$ cat config.mk
export PLATFORM = sky130hd
export DESIGN_NAME = uart_tx_drain
export DESIGN_NICKNAME = d
export VERILOG_FILES = /design/src/rtl/uart_tx_drain.sv
export SDC_FILE = /design/constraint.sdc
export NUM_CORES = 1
export LEC_CHECK = 0
export ABC_AREA = 1
export CORE_UTILIZATION = 60
export CTS_CLUSTER_DIAMETER = 40
export CTS_CLUSTER_SIZE = 25
export DETAILED_ROUTE_END_ITERATION = 7
export DONT_BUFFER_PORTS = 1
export HOLD_SLACK_MARGIN = 0.1
export PLACE_DENSITY_LB_ADDON = 0.2
export SLEW_MARGIN = 20
export SYNTH_ARGS = -nofsm -noshare
export SYNTH_HDL_FRONTEND = slang
export SYNTH_SLANG_ARGS = --single-unit
$ cat constraint.sdc
create_clock -name clk -period 2.8 [get_ports clk]
set_input_delay 0.42 -clock clk [delete_from_list [all_inputs] [get_ports clk]]
set_output_delay 0.42 -clock clk [all_outputs]
set_load 0.02 [all_outputs]
$ cat src/rtl/uart_tx_drain.sv
// uart_tx_drain: drains bytes from the upstream ring buffer and transmits each one on a
// UART line as 8N1 (one start bit, WordSize data bits LSB first, one stop bit).
// A refused read (buffer empty, or a write in the same cycle) is followed by a short
// backoff and an automatic retry.
//
// Ports:
//   clk            global clock
//   reset          asynchronous, active-high reset
//   txEnable       allows new reads; a frame already in progress always completes
//   dataReadEnable one-cycle read request to the ring buffer
//   dataReadAck    read success from the buffer; only meaningful in the cycle after a request
//   dataRead       byte from the buffer; only meaningful in the cycle after a request
//   txd            UART serial output, idles high
//   busy           high from a successful read until the end of the stop bit
//   bytesSent      count of completed frames (wraps)
//   debug          {state[3:0], bitIndex[3:0], 8'h0, lastByte[7:0], refusedCount[7:0]}
module uart_tx_drain #(
    parameter int unsigned WordSize     = 8,
    parameter int unsigned ClocksPerBit = 434,
    parameter int unsigned CounterBits  = 16,
    parameter int unsigned RetryGap     = 4
) (
    input  logic                clk,
    input  logic                reset,
    input  logic                txEnable,
    output logic                dataReadEnable,
    input  logic                dataReadAck,
    input  logic [WordSize-1:0] dataRead,
    output logic                txd,
    output logic                busy,
    output logic [31:0]         bytesSent,
    output logic [31:0]         debug
);

    localparam logic [3:0] IDLE    = 4'd0;
    localparam logic [3:0] REQ     = 4'd1;
    localparam logic [3:0] WAIT    = 4'd2;
    localparam logic [3:0] BACKOFF = 4'd3;
    localparam logic [3:0] START   = 4'd4;
    localparam logic [3:0] DATA    = 4'd5;
    localparam logic [3:0] STOP    = 4'd6;

    localparam logic [CounterBits-1:0] LastCount = CounterBits'(ClocksPerBit - 1);
    localparam logic [CounterBits-1:0] LastGap   = CounterBits'(RetryGap - 1);
    localparam logic [3:0]             LastBit   = 4'(WordSize - 1);

    logic [3:0]             state, state_next;
    logic [CounterBits-1:0] count, count_next;
    logic [3:0]             bit_index, bit_index_next;
    logic [WordSize-1:0]    shift, shift_next;
    logic [7:0]             last_byte, last_byte_next;
    logic [7:0]             refused_count, refused_next;
    logic [31:0]            sent_next;
    logic                   txd_next;
    logic                   req_next;
    logic                   busy_next;

    always_comb begin
        state_next     = state;
        count_next     = count;
        bit_index_next = bit_index;
        shift_next     = shift;
        last_byte_next = last_byte;
        refused_next   = refused_count;
        sent_next      = bytesSent;
        txd_next       = txd;
        req_next       = 1'b0;
        busy_next      = busy;

        case (state)
            IDLE: begin
                if (txEnable) begin
                    state_next = REQ;
                    req_next   = 1'b1;
                end
            end
            REQ: begin
                state_next = WAIT;
            end
            WAIT: begin
                // The buffer's registered response belongs to the request of the previous cycle.
                count_next = '0;
                if (dataReadAck) begin
                    shift_next     = dataRead;
                    last_byte_next = 8'(dataRead);
                    busy_next      = 1'b1;
                    txd_next       = 1'b0;
                    state_next     = START;
                end else begin
                    if (refused_count != 8'hFF) begin
                        refused_next = refused_count + 8'd1;
                    end
                    state_next = BACKOFF;
                end
            end
            BACKOFF: begin
                if (count == LastGap) begin
                    count_next = '0;
                    state_next = IDLE;
                end else begin
                    count_next = count + 1'b1;
                end
            end
            START: begin
                if (count == LastCount) begin
                    count_next     = '0;
                    bit_index_next = 4'd0;
                    txd_next       = shift[0];
                    state_next     = DATA;
                end else begin
                    count_next = count + 1'b1;
                end
            end
            DATA: begin
                if (count == LastCount) begin
                    count_next = '0;
                    if (bit_index == LastBit) begin
                        bit_index_next = 4'd0;
                        txd_next       = 1'b1;
                        state_next     = STOP;
                    end else begin
                        bit_index_next = bit_index + 4'd1;
                        shift_next     = {1'b0, shift[WordSize-1:1]};
                        // Next bit is the one about to land in shift[0].
                        txd_next       = shift[1];
                    end
                end else begin
                    count_next = count + 1'b1;
                end
            end
            STOP: begin
                if (count == LastCount) begin
                    count_next = '0;
                    sent_next  = bytesSent + 32'd1;
                    busy_next  = 1'b0;
                    state_next = IDLE;
                end else begin
                    count_next = count + 1'b1;
                end
            end
            default: begin
                count_next = '0;
                txd_next   = 1'b1;
                busy_next  = 1'b0;
                state_next = IDLE;
            end
        endcase
    end

    always_ff @(posedge clk or posedge reset) begin
        if (reset) begin
            state          <= IDLE;
            count          <= '0;
            bit_index      <= 4'd0;
            shift          <= '0;
            last_byte      <= 8'd0;
            refused_count  <= 8'd0;
            bytesSent      <= 32'd0;
            txd            <= 1'b1;
            dataReadEnable <= 1'b0;
            busy           <= 1'b0;
        end else begin
            state          <= state_next;
            count          <= count_next;
            bit_index      <= bit_index_next;
            shift          <= shift_next;
            last_byte      <= last_byte_next;
            refused_count  <= refused_next;
            bytesSent      <= sent_next;
            txd            <= txd_next;
            dataReadEnable <= req_next;
            busy           <= busy_next;
        end
    end

    assign debug = {state, bit_index, 8'h00, last_byte, refused_count};

endmodule

# == After elaboration in Yosys (flattened, before gate mapping) ==
# Index checks and enable logic that the tools add are counted.
# word_totals
ff_bits,83
elab_cells,78
mem_bits_rw,0
rom_bits,0
input_bits,12
latchBits,0
memories,0
# op_classes
n_mux,28
div_mod_pow,0
add_sub_neg,4
n_shift,0
n_eq_ne,18
n_mul,0
bitwise,3
order_cmp,0
n_reduce_logical,15
# op_table
operator,n
one-hot mux 16 bit (3 select lines),1
adder 32 x 1 -> 32 bit (second input constant),1
two-way mux 16 bit,2
two-way mux 4 bit,8
one-hot mux 4 bit (7 select lines),1
two-way mux 8 bit,3
adder 16 x 1 -> 16 bit (second input constant),1
equality test 16 x 2 -> 1 bit (second input constant),1
equality test 16 x 9 -> 1 bit (second input constant),1
equality test 4 x 3 -> 1 bit (second input constant),4
!= test 2 bit (second input constant),8
one-hot mux 8 bit (2 select lines),1
AND reduction 3 bit,3
adder 8 x 1 -> 8 bit (second input constant),1
equality test 4 x 2 -> 1 bit (second input constant),2
two-way mux 1 bit,8
!= test 8 bit (second input constant),1
one-hot mux 4 bit (2 select lines),1
AND reduction 4 bit,2
AND reduction 6 bit,1
OR reduction 5 bit,1
adder 4 x 1 -> 4 bit (second input constant),1
equality test 4 x 1 -> 1 bit (second input constant),1
zero test 4 bit,1
other kinds (9),13

# == Longest topological paths before layout ==
# Gate-level depths: netlist (run 1).
# logic_depth
word_depth,4
ltp_mapped,10

# == Least setup slack after synthesis (run 1) ==
# No wires, ideal clock.
# synth_timing
kind,reg-to-reg
startpoint,reg bytesSent[0]
endpoint,reg bytesSent[30]
t_required_ns,2.683
synth_period_minus_slack_ns,1.604
path_slack_ns,1.196
stages_incl_launch_ff,9
arrival_ns,1.486
n_path_buf,0
setup_ns,0.117
path_cell_list,dfrtp_1 > ha_1 > inv_1 > nor2_1 > nand3_1 > nor2_1 > nand3_1 > nand2_1 > nand2_1
# synth_via
elab_chain_len,1
# synth_lines
item,line,source
start: declaration,31,"output logic [31:0] bytesSent,"
start signal: assignment,169,bytesSent <= sent_next;
adder 32 x 1 -> 32 bit,134,sent_next = bytesSent + 32'd1;
# No other way between the ends.
# A chain may end at the register's enable or synchronous reset.

# == Final worst setup path (run 1) ==
# layout_timing
startpoint,reg state[0]
endpoint,reg bytesSent[6]
# layout_via
elab_chain_len,2
# layout_lines
item,line,source
start: declaration,47,"logic [3:0] state, state_next;"
start signal: assignment,163,state <= state_next;
equality test 4 x 3 -> 1 bit,70,case (state)
AND reduction 2 bit (no source line),--,
# No other way between the ends.

==> metrics.yaml, run 1 <==
routing:
  wl_met3_um: 946
  dr.pass1.iters: 5
  routed_wl_um: 11500
  vias: 4601
  drt-initial-drc-count: 286
  wl_per_cell_um: 13.9
  ant_nets: 0
  vias_per_cell: 5.56
  drt-met1-wl_um: 4830
  highest_layer: "met4"
  drc: 0
  wl_met2_um: 5440
cts:
  clk_pin_slew_ns: 0.09
  postCtsSetupRepairBufs: 0
  cts_tree: "done"
  cts_htree_levels: 3
  max-clock-path-buffers: 2
  cts.sinks: 82
  cts_buffers: 9
  root_buffer: "clkbuf_8"
  clk_latency_ns: 0.36
  cts_hold_buffers: 1
  cts_resized: 0
pwr:
  peakVddDrop_mv: 0.535
  p_leak_uw: 0.00254
  power.total_uw: 3400
  power.density_nw_per_um2: 655
sta:
  period_share: 0.744
  setup_viol: 0
  final_hold_viol_count: 0
  rsz0062_at_grt: "no"
  tightest_slew_ns: 0.657
  skew_ns: 0.00896
  relSlewSlack: 0.561
  max_freq_mhz: 480
  holdWs_ns: 0.156
  fin_crit_ns: 2.08
  maxSlewViolCount: 0
  finalSetupTns_ns: 0
synthesis:
  synth-adder-area-share: 0.0127
  synth.avg_cell_area_um2: 6.86
  syn_area_um2: 4930
  synth_cells: 719
  synth.area.mux_share: 0
  ys_warn_count: 0
  synth_top_family_by_area: "simple AND/OR/NAND/NOR gates"
  synth_seq_area_share: 0.416
  synth-xor-area-share: 0.0284
  ys_seq_elements: 82
  yosys.area_share.simple: 0.400
  synth_compound_area_frac: 0.0555
  ys_types: 31
setup_path:
  cp.arrival_ns: 2.33
  critPathLaunchType: "flip-flop"
  worstPathRequired_ns: 3.04
  rr_startpoint: "state[0]"
  critPathKind: "flip-flop to flip-flop"
  end_kind: "flip-flop"
  r2r_slack_ns: 0.72
  r2r-end: "bytesSent[6]"
  ff2ff_path_depth: 8
  worst-path-max-fanout: 14
floorplanning:
  die_y_um: 92.7
  die_x_um: 92.7
  die_area_um2: 8590
  io_pins: 79
  core_area_um2: 7850
  fp-row-count: 32
  initial_core_util: 0.629
placed_design:
  numPortBuffers: 0
  hpwl_um: 8440
  place.gp.congestion: 0.911
cells_and_area:
  layout.nets: 738
  antenna_cells: 0
  syn_to_final_growth_pct: 5.30
  layout.cells.most_common: "nand2_1"
  drive_above_1_share: 0.0620
  layout_common_cells: "nand2_1 (282), nor2_1 (81), dfrtp_1 (81)"
  n_fill_cell: 729
grt:
  grt_pass1_vias: 4462
  grt_pass1_wl_um: 19600
  grt_usage: 0.288
  grt_max_degree: 56
  grt_remaining_overflow: 0
  antenna_found_initial: 0
min_path:
  min_from: "dataRead[5]"
  hold_path_depth: 2
  hold_path_class: "input pin to flip-flop"
  min_to: "last_byte[5]"
job:
  drv_cap: 0
run_status:
  outcome: "completed"
==> worst max path at each step <==
stage                         end  cells after the start     start  slack, ns
floorplan            bit_index[0]                      1     reset       0.27
global placement    bytesSent[31]                      7  state[1]       0.85
detailed placement   bytesSent[6]                      7  state[1]       0.74
CTS                 bytesSent[14]                      8  state[0]       0.71
global route        bytesSent[28]                      8  state[0]       0.49
finish               bytesSent[6]                      8  state[0]       0.72
==> Yosys cell counts <==
cell,number,area [um^2]
nor2_2,6,37.5
nor2_4,1,11.3
dfstp_2,1,26.3
or2_0,4,25.0
a21o_1,1,7.51
nand2_1,282,1060
buf_2,6,30.0
xnor2_1,5,43.8
a21oi_1,3,15.0
conb_1,1,3.75
clkbuf_1,1,3.75
nor3_1,5,25.0
nand3b_1,12,90.1
nand4_1,20,125
nor2_1,81,304
nand3_1,45,225
o21ai_1,29,145
ha_1,5,62.6
inv_1,66,248
buf_4,10,75.1
a21oi_2,1,8.76
o211ai_1,1,7.51
nand2_2,7,43.8
dfrtp_1,81,2030
o21ai_0,18,90.1
or2_1,2,12.5
inv_2,9,33.8
buf_6,3,33.8
nor3_2,1,10.0
nor3b_1,1,7.51
xor2_1,11,96.3
==> through the flow <==
| step | setup WS (ns) | instances | area, um^2 | utilization |
|---|---|---|---|---|
| 2_1_floorplan | 0.273 | 727 | 4960 | - |
| 3_3_place_gp | 0.849 | 811 | 4980 | 0.634 |
| 3_5_place_dp | 0.744 | 811 | 4980 | 0.634 |
| 4_1_cts | 0.712 | 828 | 5190 | 0.662 |
| 5_1_grt | 0.488 | 828 | 5190 | 0.662 |
| 6_report | 0.715 | 828 | 5190 | 0.662 |
==> sequential cells by signal, indices dropped and copies added, names as in the netlist <==
| register | count |
|---|---|
| refused_count | 8 |
| count | 16 |
| busy | 1 |
| bytesSent | 32 |
| shift | 8 |
| txd | 1 |
| dataReadEnable | 1 |
| last_byte | 8 |
| state | 3 |
| bit_index | 4 |
==> power by group <==
group	leakage, uW	switching (uW)	internal (uW)
registers	0.00110	349	1390
clock network	0.000108	485	431
logic	0.00133	509	241
total	0.00254	1340	2060
==> kinds of logic (layout without fill, tap and decap cells) <==
group           count (synthesis)  in the layout
compound gates                 53             53
xor+xnor                       16             16
fa+ha+maj                       5              5
buf+inv                        95             94
flops                          82             82
other cells                     1              9
simple gates                  467            467
==> critical path, stage by stage, from the launching register on <==
cell and delay, ns:
dfrtp_1 0.50, inv_2 0.17, nand2_1 0.10, inv_1 0.10
nand2_1 0.12, nor2_2 0.53, inv_2 0.25, nand2_1 0.11
o21ai_1 0.07
==> routing by layer <==
metal	global-route usage	vias to the layer above
met5	0	-
met4	0.110	0
met3	0.0755	34
met2	0.484	224
met1	0.355	2091
li1	-	2252
==> cell type report <==
class                      count  area (um^2)  area share
multi-input combinational    550         2490       0.479
clock inverter                 7         83.8      0.0161
clock buffer                   9          124      0.0238
timing repair buffer           3         37.5     0.00723
tap                          102          128      0.0246
sequential                    82         2050       0.395
inverter                      75          283      0.0544
(Power assumes the default switching activity.)
==> run 2: changes to the inputs <==
clock period = 2.05 ns   (was 2.8 ns; I/O delays follow)
==> run 2 against run 1 <==
Against the previous run:
- die area unchanged
- highest routed layer unchanged
- sequential power up 32%
- global-route usage is 0.12 points lower
- sequential share of layout area shrank 1.2 points
- combinational power rose by 61%
- critical endpoint is now bytesSent[3]
==> metrics.yaml, run 2 (synthesis results as in run 1) <==
cts:
  max-clock-path-buffers: 2
  postCtsSetupRepairBufs: 0
  clk_pin_slew_ns: 0.08
  cts_buffers: 9
  clk_latency_ns: 0.37
  cts.sinks: 82
  root_buffer: "clkbuf_8"
  cts_tree: "done"
  cts_htree_levels: 3
sta:
  relSlewSlack: 0.568
  final_hold_viol_count: 0
  tightest_slew_ns: 0.647
  rsz0062_at_grt: "no"
  finalSetupTns_ns: 0
  setup_viol: 0
  fin_crit_ns: 1.81
  max_freq_mhz: 553
  period_share: 0.882
  skew_ns: 0.00956
  maxSlewViolCount: 0
setup_path:
  worst-path-max-fanout: 8
  critPathLaunchType: "flip-flop"
  cp_cell_sequence: "inv_1, ha_1, nand3_1, inv_1, nand2_1, nor2_1, nand2_1, o21ai_1, nand2_1"
  cp_common_cell: "nand2_1"
  end_kind: "flip-flop"
  cp_top_family: "simple AND/OR/NAND/NOR gates"
  crit_buf_inv: 2
  cp.arrival_ns: 2.06
  critPathKind: "flip-flop to flip-flop"
  worstPathRequired_ns: 2.30
  slowest_delay_ns: 0.42
  cp_slowest_cell: "dfrtp_1"
pwr:
  clkPwrFrac: 0.236
  p_int_uw: 2740
  p_leak_uw: 0.00261
  seq_power_share: 0.501
  swShare: 0.404
  power.density_nw_per_um2: 858
  p_sw_uw: 1860
  combPwrFrac: 0.263
  peakVddDrop_mv: 0.804
routing:
  wl_per_cell_um: 13.6
  drt-initial-drc-count: 278
  routed_wl_um: 11600
  drc: 0
  vias: 4572
  ant_nets: 0
  vias_per_cell: 5.38
  dr.pass1.iters: 7
cells_and_area:
  syn_to_final_growth_pct: 8.72
  top_register: "bytesSent"
  top_regs: "bytesSent (32), count (16)"
  layout.nets: 760
  largest_register_ffs: 32
  layout.cells.most_common: "nand2_1"
  finalNonFillerCells: 850
  antenna_cells: 0
  drive_above_1_share: 0.0789
  layout_common_cells: "nand2_1 (282), nor2_1 (81), dfrtp_1 (81)"
grt:
  grt_remaining_overflow: 0
  grt_usage: 0.287
  grt_pass1_vias: 4302
  grt_max_degree: 40
  grt_pass1_wl_um: 19600
  antenna_found_initial: 0
floorplanning:
  die_x_um: 92.7
  die_y_um: 92.7
  initial_core_util: 0.629
  fp-row-count: 32
  core_area_um2: 7850
  io_pins: 79
  die_area_um2: 8590
placed_design:
  hpwl_um: 8650
  numPortBuffers: 0
  placed_cells: 825
  place.gp.congestion: 0.903
min_path:
  hold_path_class: "input pin to flip-flop"
run_status:
  outcome: "completed"
job:
  drv_cap: 0
==> run 2: path summary, 6_finish.rpt <==
path	startpoint	endpoint	slack, ns	cells after the start
max in group asynchronous	reset	count[2]	0.93	3
setup / recovery	count[1]	bytesSent[3]	0.24	9
hold reg to reg	shift[7]	shift[7]	0.47	2
hold / removal	dataRead[6]	last_byte[6]	0.11	2
min in group asynchronous	reset	last_byte[1]	0.50	2
setup reg to reg	count[1]	bytesSent[3]	0.24	9
==> run 2: through the flow <==
step	util	power, uW	cell area, um^2	hold WS [ns]	setup slack (ns)
4_1_cts	0.684	4600	5360	0.113	0.251
6_report	0.684	4600	5360	0.111	0.241
5_1_grt	0.684	4870	5360	0.120	0.0103
3_3_place_gp	0.650	3460	5100	0.292	0.329
3_5_place_dp	0.650	3520	5100	0.305	0.246
2_1_floorplan	-	3190	4970	0.414	0.446
==> run 2: what timing repair did <==
| item | 4_1_cts | 5_1_grt |
|---|---|---|
| hold buffers | 9 | 0 |
| gates resized for setup | 0 | 0 |
| hold endpoints to repair | 36 | 0 |
==> run 2: power groups by stage <==
stage / combinational [uW] / clock [uW] / sequential (uW)
6_report: 1210 / 1090 / 2300
5_1_grt: 1380 / 1150 / 2340
4_1_cts: 1210 / 1100 / 2300
3_5_place_dp: 1190 / 0 / 2320
3_3_place_gp: 1140 / 0 / 2320
2_1_floorplan: 876 / 0 / 2320
==> run 2: per-layer routing <==
layer,routed length [um],global-route usage,vias up
li1,-,-,2303
met1,5320,0.366,2105
met2,5400,0.490,140
met3,629,0.0476,24
met4,246,0.105,0
met5,0,0,-
==> run 2: worst reg2reg max path: cells and delay by family, from the launching register on <==
| kind | cells | cell delay [ns] |
|---|---|---|
| AND/OR/NAND/NOR | 5 | 0.73 |
| buffers and inverters | 2 | 0.16 |
| AO/OA/AOI/OAI | 1 | 0.22 |
| flip-flops | 1 | 0.42 |
| adder cells (fa/ha/maj) | 1 | 0.17 |
==> run 2: cell type report <==
cell class | instances | area [um^2]
multi-input cells | 550 | 2490
fillers | 685 | 2480
flip-flops and latches | 82 | 2050
inverters | 75 | 285
repair buffers | 25 | 235
well taps | 102 | 128
clock buffers | 9 | 124
clock inverters | 7 | 52.6
==> run 3: changes to the inputs <==
GPL_TIMING_DRIVEN = 0   (was default)
==> run 3 against run 2 <==
Against the previous run:
- clock-buffer cell count unchanged
- clock power increased by 17%
- critical path type unchanged
- total power increased by 3.7%
- setup slack got worse by 0.052 ns
- highest routed layer unchanged
- largest power group unchanged
- fmax decreased by 2.8%
==> metrics.yaml, run 3 (synthesis results as in run 1) <==
run_status:
  outcome: "completed"
routing:
  vias_per_cell: 5.47
  drc: 0
  routed_wl_um: 12000
  ant_nets: 0
  dr.pass1.iters: 5
  wl_per_cell_um: 14.0
  drt-initial-drc-count: 276
  vias: 4686
setup_path:
  cp_common_cell: "nand2_1"
  critPathKind: "flip-flop to flip-flop"
  slowest_delay_ns: 0.43
  worst-path-max-fanout: 8
  end_kind: "flip-flop"
  ff2ff_path_depth: 9
  cp_cell_sequence: "inv_1, ha_1, nand3_1, inv_1, nand2_1, nor2_1, nand2_1, o21ai_1, nand2_1"
  cp_slowest_cell: "dfrtp_1"
  r2r_slack_ns: 0.19
  cp_top_family: "simple AND/OR/NAND/NOR gates"
  critPathLaunchType: "flip-flop"
  crit_buf_inv: 2
  rr_startpoint: "count[1]"
  r2r-end: "bytesSent[5]"
  worstPathRequired_ns: 2.30
  cp.arrival_ns: 2.11
sta:
  rsz0062_at_grt: "no"
  finalSetupTns_ns: 0
  setup_viol: 0
  setup_ws_ns: 0.189
  max_freq_mhz: 537
  period_share: 0.908
  skew_ns: 0.0143
  fin_crit_ns: 1.86
  relSlewSlack: 0.597
  tightest_slew_ns: 0.604
  final_hold_viol_count: 0
  maxSlewViolCount: 0
floorplanning:
  die_y_um: 92.7
  die_area_um2: 8590
  core_area_um2: 7850
  initial_core_util: 0.629
  io_pins: 79
  fp-row-count: 32
  die_x_um: 92.7
grt:
  use_met1: 0.376
  use_met3: 0.0739
  grt.busiest_layer: "met2"
  antenna_found_initial: 0
  grt_remaining_overflow: 0
  grt_pass1_vias: 4470
  met2_usage: 0.504
  grt_usage: 0.297
  grt_max_degree: 32
  grt_pass1_wl_um: 20200
min_path:
  min_from: "dataRead[0]"
  hold_path_depth: 2
  hold_path_class: "input pin to flip-flop"
  min_to: "last_byte[0]"
cells_and_area:
  antenna_cells: 0
  drive_above_1_share: 0.0875
  syn_to_final_growth_pct: 10.2
  layout.cells.most_common: "nand2_1"
  top_register: "bytesSent"
  layout_common_cells: "nand2_1 (282), nor2_1 (81), dfrtp_1 (79)"
  top_regs: "bytesSent (32), count (16)"
  layout.nets: 766
  largest_register_ffs: 32
placed_design:
  hpwl_um: 8950
  place.gp.congestion: 0.965
  dp_slack_ns: 0.128
  numPortBuffers: 0
pwr:
  peakVddDrop_mv: 0.807
  p_int_uw: 2870
  clkPwrFrac: 0.266
  combPwrFrac: 0.240
  power.density_nw_per_um2: 877
  p_sw_uw: 1900
  p_leak_uw: 0.00266
  swShare: 0.398
  seq_power_share: 0.495
cts:
  cts_htree_levels: 3
  root_buffer: "clkbuf_8"
  clk_latency_ns: 0.37
  cts_buffers: 9
  cts_tree: "done"
  clk_pin_slew_ns: 0.09
  cts.sinks: 82
  max-clock-path-buffers: 2
job:
  drv_cap: 0
==> run 3: power by group through the flow <==
stage / combinational (uW) / sequential, uW / clock (uW)
detailed placement: 1110 / 2380 / 0
global placement: 1050 / 2380 / 0
CTS: 1130 / 2360 / 1290
finish: 1140 / 2360 / 1270
floorplan: 876 / 2320 / 0
global route: 1290 / 2390 / 1350
==> run 3: layer usage <==
layer	share of wire	vias up
li1	-	2302
met4	0.017	0
met3	0.070	19
met5	0	-
met1	0.44	2170
met2	0.48	195
==> run 3: final cells by class <==
class                           instances  area (um^2)
Clock buffer                            9          124
Sequential cell                        82         2060
Tap cell                              102          128
Fill cell                             675         2410
Timing Repair Buffer                   11          130
Multi-Input combinational cell        550         2490
Inverter                               75          285
Clock inverter                          7         83.8
Buffer                                 20          143
==> run 3: through the flow <==
step / instance area [um^2] / std cells / hold WS [ns] / power [uW] / util
floorplan: 4970 / 727 / 0.414 / 3190 / -
global placement: 5090 / 829 / 0.426 / 3440 / 0.649
detailed placement: 5130 / 831 / 0.275 / 3500 / 0.654
CTS: 5430 / 856 / 0.110 / 4780 / 0.692
global route: 5440 / 856 / 0.114 / 5030 / 0.693
finish: 5440 / 856 / 0.124 / 4770 / 0.693
==> run 3: worst max path at each step <==
stage | start | end | cells past startpoint
after CTS | bytesSent[0] | bytesSent[30] | 8
after detailed placement | bytesSent[0] | bytesSent[30] | 8
after global routing | bit_index[0] | shift[1] | 10
final | count[1] | bytesSent[5] | 9
after global placement | bytesSent[0] | bytesSent[30] | 8
after floorplan | bytesSent[0] | bytesSent[30] | 8
==> run 3: what timing repair did <==
item	in CTS	in global routing
buffers inserted	0	0
gates resized for setup	0	2
hold buffers	9	0
hold endpoints to repair	34	0
endpoints found under the setup margin	0	7
